==> src/rtl/uart_rx_path.sv <==
// UART receive path: synchronizes the serial line, recovers start/data/parity/stop
// bits at their centres and hands each word to the fabric through a valid/ready register.
module uart_rx_path #(
   parameter int Data_Width   = 8,
   parameter int OverSampling = 16
) (
   input  logic                  clk,
   input  logic                  reset,
   input  logic                  rx,
   input  logic                  parity_en,
   input  logic                  parity_type,
   output logic [Data_Width-1:0] data_out,
   output logic                  rx_valid,
   input  logic                  rx_ready,
   output logic                  parity_err,
   output logic                  frame_err,
   output logic                  overrun,
   output logic                  busy
);

   localparam int CW = $clog2(OverSampling);
   localparam int BW = (Data_Width > 1) ? $clog2(Data_Width) : 1;
   localparam logic [CW-1:0] HalfCount = CW'(OverSampling / 2 - 1);
   localparam logic [CW-1:0] LastCount = CW'(OverSampling - 1);
   localparam logic [BW-1:0] LastBit   = BW'(Data_Width - 1);

   typedef enum logic [2:0] {
      IDLE,
      START,
      DATA,
      PARITY,
      STOP,
      DONE
   } state_t;

   state_t                state;
   logic [CW-1:0]         clk_count;
   logic [BW-1:0]         bit_index;
   logic [Data_Width-1:0] shift_reg;
   logic [Data_Width:0]   shift_ext;
   logic                  par_en_q;
   logic                  par_type_q;
   logic                  parity_err_n;
   logic                  frame_err_n;
   logic                  rx_meta;
   logic                  rx_s;
   logic                  rx_d;

   // Two-flop synchronizer plus one delay stage for falling-edge detection; all
   // three idle high so reset never looks like a start bit.
   always_ff @(posedge clk) begin
      if (reset) begin
         rx_meta <= 1'b1;
         rx_s    <= 1'b1;
         rx_d    <= 1'b1;
      end else begin
         rx_meta <= rx;
         rx_s    <= rx_meta;
         rx_d    <= rx_s;
      end
   end

   assign shift_ext = {rx_s, shift_reg};

   // Receive FSM and output register. In DONE the finished word is loaded if the
   // output slot is free or being emptied this cycle; otherwise it is dropped.
   always_ff @(posedge clk) begin
      if (reset) begin
         state        <= IDLE;
         clk_count    <= '0;
         bit_index    <= '0;
         shift_reg    <= '0;
         par_en_q     <= 1'b0;
         par_type_q   <= 1'b0;
         parity_err_n <= 1'b0;
         frame_err_n  <= 1'b0;
         data_out     <= '0;
         rx_valid     <= 1'b0;
         parity_err   <= 1'b0;
         frame_err    <= 1'b0;
         overrun      <= 1'b0;
         busy         <= 1'b0;
      end else begin
         overrun <= 1'b0;
         if (rx_valid && rx_ready) begin
            rx_valid <= 1'b0;
         end

         if (state == IDLE || clk_count == LastCount) begin
            clk_count <= '0;
         end else begin
            clk_count <= clk_count + CW'(1);
         end

         case (state)
            IDLE: begin
               if (rx_d && !rx_s) begin
                  state <= START;
                  busy  <= 1'b1;
               end
            end
            START: begin
               if (clk_count == HalfCount) begin
                  if (!rx_s) begin
                     state        <= DATA;
                     clk_count    <= '0;
                     bit_index    <= '0;
                     par_en_q     <= parity_en;
                     par_type_q   <= parity_type;
                     parity_err_n <= 1'b0;
                  end else begin
                     state <= IDLE;
                     busy  <= 1'b0;
                  end
               end
            end
            DATA: begin
               if (clk_count == LastCount) begin
                  shift_reg <= shift_ext[Data_Width:1];
                  bit_index <= bit_index + BW'(1);
                  if (bit_index == LastBit) begin
                     state <= par_en_q ? PARITY : STOP;
                  end
               end
            end
            PARITY: begin
               if (clk_count == LastCount) begin
                  parity_err_n <= (rx_s != (par_type_q ? ~^shift_reg : ^shift_reg));
                  state        <= STOP;
               end
            end
            STOP: begin
               if (clk_count == LastCount) begin
                  frame_err_n <= ~rx_s;
                  state       <= DONE;
               end
            end
            DONE: begin
               state <= IDLE;
               busy  <= 1'b0;
               if (!rx_valid || rx_ready) begin
                  data_out   <= shift_reg;
                  parity_err <= parity_err_n;
                  frame_err  <= frame_err_n;
                  rx_valid   <= 1'b1;
               end else begin
                  overrun <= 1'b1;
               end
            end
            default: begin
               state <= IDLE;
               busy  <= 1'b0;
            end
         endcase
      end
   end

endmodule

==> config.mk <==
export PLATFORM = sky130hd
export DESIGN_NAME = uart_rx_path
export DESIGN_NICKNAME = d
export VERILOG_FILES = /design/src/rtl/uart_rx_path.sv
export SDC_FILE = /design/constraint.sdc
export NUM_CORES = 1
export LEC_CHECK = 0
export CAP_MARGIN = 40
export CORE_ASPECT_RATIO = 0.8
export CORE_MARGIN = 10
export CORE_UTILIZATION = 54
export CTS_CLUSTER_SIZE = 16
export DETAILED_ROUTE_END_ITERATION = 16
export GPL_TIMING_DRIVEN = 0
export PLACE_DENSITY = 0.78
export REMOVE_ABC_BUFFERS = 1
export SYNTH_ARGS = -nofsm -noshare
export SYNTH_HDL_FRONTEND = slang
export SYNTH_SLANG_ARGS = --single-unit
==> constraint.sdc <==
create_clock -name clk -period 2.05 [get_ports clk]
set_clock_uncertainty 0.1 [all_clocks]
set_input_delay 0.41 -clock clk [delete_from_list [all_inputs] [get_ports clk]]
set_output_delay 0.41 -clock clk [all_outputs]
set_load 0.03 [all_outputs]
### Yosys cells after proc, flatten, opt, wreduce, memory -nomap -nowiden

Cells that the tools add are included.

* flip-flop bits (word level): 38

* add/subtract/negate cells: 2
* equal/unequal tests: 17
* muxes and demuxes: 30
* bitwise logic cells: 3
* reduce and logical (&&, ||, !) cells: 21

Operators by type and width (count)
* two-way mux 3 bit: 10
* two-way mux 4 bit: 4
* case mux 3 bit (5 select lines): 1
* inequality test 2 bit, second input constant: 7
* AND reduction 4 bit: 3
* two-way mux 1 bit: 11
* equality test 3 bit, second input constant: 3
* XNOR reduction 8 bit: 1
* XOR reduction 8 bit: 1
* equality test 3 x 2 -> 1 bit, second input constant: 2
* case mux 3 bit (2 select lines): 1
* AND reduction 2 bit: 3
* AND reduction 6 bit: 1
* adder 4 x 1 -> 4 bit, second input constant: 1
* equality test 4 x 3 -> 1 bit, second input constant: 1
* equality test 4 bit, second input constant: 1
* nonzero test 2 bit: 2
* adder 3 x 1 -> 3 bit, second input constant: 1
* equality test 3 x 1 -> 1 bit, second input constant: 1
* zero test 3 bit: 1
* inverter 1 bit: 3
* case mux 1 bit (3 select lines): 1
* AND reduction 3 bit: 1
* OR reduction 3 bit: 1
* other kinds (8): 11

### Depth between registers and ports, before layout

* word-level depth: 6
* mapped depth: 6

### Worst setup path before layout

OpenSTA, ideal clock, no wires.

* path type: flip-flop to flip-flop
* start point: register rx_s
* end point: register bit_index[0]
* library setup time: 128 ps
* arrival time: 1489 ps
* setup slack: 334 ps
* cell stages (with the launch flop): 6
* buffers on the path: 1
* clock period less this slack: 1716 ps
* path through: dfxtp_1 buf_6 or4b_4 a211oi_4 mux2i_1 nor2_1

* word-level cells in the longest chain between the ends: 2

Ends and longest elaborated chain
* start: declaration: line 46 `logic rx_s;`
* start signal: assignment: line 58 `rx_s <= rx_meta;`
* inequality test 2 bit (no source line)
* AND reduction 4 bit (no source line)
* end signal: assignment: line 120 `bit_index <= bit_index + BW'(1);`
* end: declaration: line 38 `logic [BW-1:0] bit_index;`

No other way between the ends.
A chain may end at the register's enable or synchronous reset.

### Worst setup path after layout

* start point: register state[1]
* end point: register bit_index[2]

* word-level cells in the longest chain between the ends: 3
* elaborated cells on any way between the ends: 8
* those cells by class: 5 x eq/ne; 1 x mux; 2 x reduce/logical

Ends and longest elaborated chain
* start: declaration: line 36 `state_t state;`
* start signal: assignment: line 122 `state <= par_en_q ? PARITY : STOP;`
* equality test 3 x 1 -> 1 bit or equality test 3 x 2 -> 1 bit (tied branches): line 95 `case (state)`
* inequality test 2 bit (no source line) or nonzero test 2 bit (tied branches)
* AND reduction 4 bit (no source line)

Parallel ways exist; a longest one is shown, timed or not.

==> flow_metrics.tcl <==
set metrics [dict create \
    hold_depth 1 \
    synth_seq_area_share_pct 45.31 \
    clk_pin_slew_ps 70 \
    grt_max_degree 25 \
    grt_pass1_vias 1160 \
    routed_wl_mm 3.132 \
    core_sq_um 3040 \
    max_clock_freq_mhz 523.2 \
    finalSetupTns_ps 0 \
    status "complete, no violations" \
    worst-r2r-setup-slack_ps 140 \
    start_util_pct 55.23 \
    final.min_clock_period_ps 1911 \
    r2r_cells 4 \
    gr-usage-met3_pct 4.220 \
    crit_arrival_ps 1970 \
    hold_ws_ps 315.8 \
    finalHoldViolations 0 \
    row_count 18 \
    cts_num_sinks 38 \
    cp_max_fo 15 \
    via_per_inst 5.359 \
    final_common_cell "dfxtp_1" \
    relSlewSlack_pct 62.67 \
    r2r_end "bit_index[2]" \
    grt_pass1_wl_mm 5.209 \
    ys_warn_count 0 \
    final_cell_mix "dfxtp_1, nor2_1, mux2i_1, clkdlybuf4s50_1, a21oi_1" \
    grt_overflow 0 \
    use_met2_pct 16.82 \
    ir_drop_mv 0.6693 \
    critPathCaptureType "flop" \
    io_pins 19 \
    syn_area_sq_um 1679 \
    cts_buffers 5 \
    track_usage_pct 11.45 \
    timing.rr.start "state[1]" \
    worst_pin_slew_ps 559.0 \
    syn_avg_cell_area_sq_um 9.819 \
    clock_path_buffers 2 \
    path_buf_inv 0 \
    power_density_nw_per_um2 921.9 \
    cp_slowest_cell "or4b_4" \
    dr_total_vias 1238 \
    nNetsFinal 199 \
    slew_violations 0 \
    cp_top_family "simple AND/OR/NAND/NOR gates" \
    detail_route.wl_per_cell_um 13.56 \
    hp-start "rx_meta" \
    post-dp-hpwl_mm 2.209 \
    cts_tree "built" \
    maxCapViolCount 0 \
    io_buffers 18 \
    min_path_type "reg2reg" \
    period_share_pct 93.24 \
    synth-seq-cells 38 \
    cts-root-buf "clkbuf_8" \
    holdPathEnd "rx_s" \
    gp_congestion 0.8595 \
    clock_latency_ps 290 \
    finalSetupViolations 0 \
    die_area_sq_um 5754 \
    startpoint_type "flop" \
    area_delta_synth_final_pct 22.65 \
    netlist_instances 171 \
    route.detailed.drc 0 \
    dr.first_iter.drc_count 114 \
    ant_nets 0 \
    worstPathRequired_ps 2110 \
    antenna_cells 0 \
    critPathKind "reg2reg" \
    antenna_found_initial 0 \
    dr.pass1.iters 4 \
    grt_util_met1_pct 13.89 \
    rsz0062_at_grt "no" \
    die_w_um 82.35 \
    grt.busiest_layer "met2" \
    die_y_um 69.88 \
    drive_above_1_share_pct 12.57 \
    cpPeakStageDelay_ps 600 \
    h-tree-depth 2 \
    path_cells "or4b_4 -> a211oi_4 -> mux2i_1 -> nor2_1" \
    leakage_uw 0.0007086 \
    yosysUniqueCellTypes 37 \
    cts.hold.buffers_added 0 \
]
-- per-layer routing --
metal  wire [um]  share of wire (%)
met4          64                2.0
met3         168                5.4
met2        1425                 45
met5           0                  0
met1        1474                 47
-- through the flow --
| step | utilization [%] | power, uW | cell area, sq um | setup slack (ps) | std cells |
|---|---|---|---|---|---|
| floorplan | - | 1036 | 1628 | 158.9 | 161 |
| global placement | 61.11 | 1107 | 1858 | -488.6 | 219 |
| detailed placement | 62.26 | 1123 | 1893 | -207.0 | 221 |
| CTS | 66.95 | 1905 | 2036 | 19.64 | 229 |
| global route | 67.74 | 1996 | 2059 | 35.13 | 231 |
| finish | 67.74 | 1899 | 2059 | 138.7 | 231 |
-- worst register-to-register path, cell delays in order (launching register included) --
cell and delay [ps]:
dfxtp_1 450, or4b_4 610, a211oi_4 330, mux2i_1 230
nor2_1 60
-- kinds of logic (layout without fill, tap and decap cells) --
| logic type | Yosys count | after routing | share of synthesized area (%) |
|---|---|---|---|
| buffers and inverters | 13 | 33 | 3.725 |
| XOR/XNOR | 10 | 10 | 6.036 |
| flip-flops | 38 | 38 | 45.31 |
| adder cells (fa/ha/maj) | 3 | 3 | 2.236 |
| AND/OR/NAND/NOR | 65 | 65 | 21.01 |
| multiplexers | 23 | 23 | 13.71 |
| AO/OA/AOI/OAI | 19 | 19 | 7.974 |
-- what timing repair did --
item,4_1_cts,5_1_grt
endpoints found under the setup margin,0,17
gates resized for setup,0,3
setup buffers,0,2
-- cell usage after synthesis (all sizes together) --
master | number | area [sq um]
a211oi | 2 | 27.53
a21oi | 9 | 45.04
a22oi | 1 | 7.510
a311oi | 2 | 17.52
a31o | 1 | 8.760
and2 | 3 | 18.77
buf | 6 | 36.28
clkbuf | 4 | 15.01
dfxtp | 38 | 760.7
ha | 3 | 37.54
inv | 3 | 11.26
mux2i | 23 | 230.2
nand2 | 1 | 3.750
nand2b | 3 | 18.77
nand3 | 3 | 15.01
nand3b | 3 | 22.52
nand4 | 1 | 6.260
nor2 | 32 | 122.6
nor2b | 2 | 12.51
nor3 | 6 | 41.29
nor3b | 2 | 15.01
nor4b | 2 | 17.52
o21ai | 2 | 10.01
o2bb2ai | 1 | 8.760
o41ai | 1 | 8.760
or2 | 3 | 18.77
or3b | 1 | 8.760
or4 | 1 | 7.510
or4b | 2 | 23.77
xnor2 | 7 | 61.31
xnor3 | 1 | 22.52
xor2 | 2 | 17.52
-- worst max-delay path by stage --
stage / start / endpoint / slack (ps) / depth (start not counted)
after floorplan: state[0] / data_out[0] / 160 / 4
after detailed placement: reset / parity_err_n / -210 / 4
after global placement: reset / parity_err_n / -490 / 3
after global routing: state[2] / data_out[6] / 40 / 5
final: state[1] / bit_index[2] / 140 / 4
after CTS: state[0] / bit_index[2] / 20 / 4
-- report_power, final --
group	internal, uW	switching, uW	leakage, uW
registers	775	69.3	0.000308
logic	123	152	0.000330
clock network	519	261	0.0000714
-- layout make-up --
type	instances	area [sq um]
Clock buffer	6	82.58
Clock inverter	2	60.06
Fill cell	225	980.9
Inverter	3	11.26
Multi-Input combinational cell	120	860.8
Sequential cell	38	762.0
Tap cell	40	50.05
Timing Repair Buffer	22	232.7
Note: power is estimated with default switching activity, not from simulation.
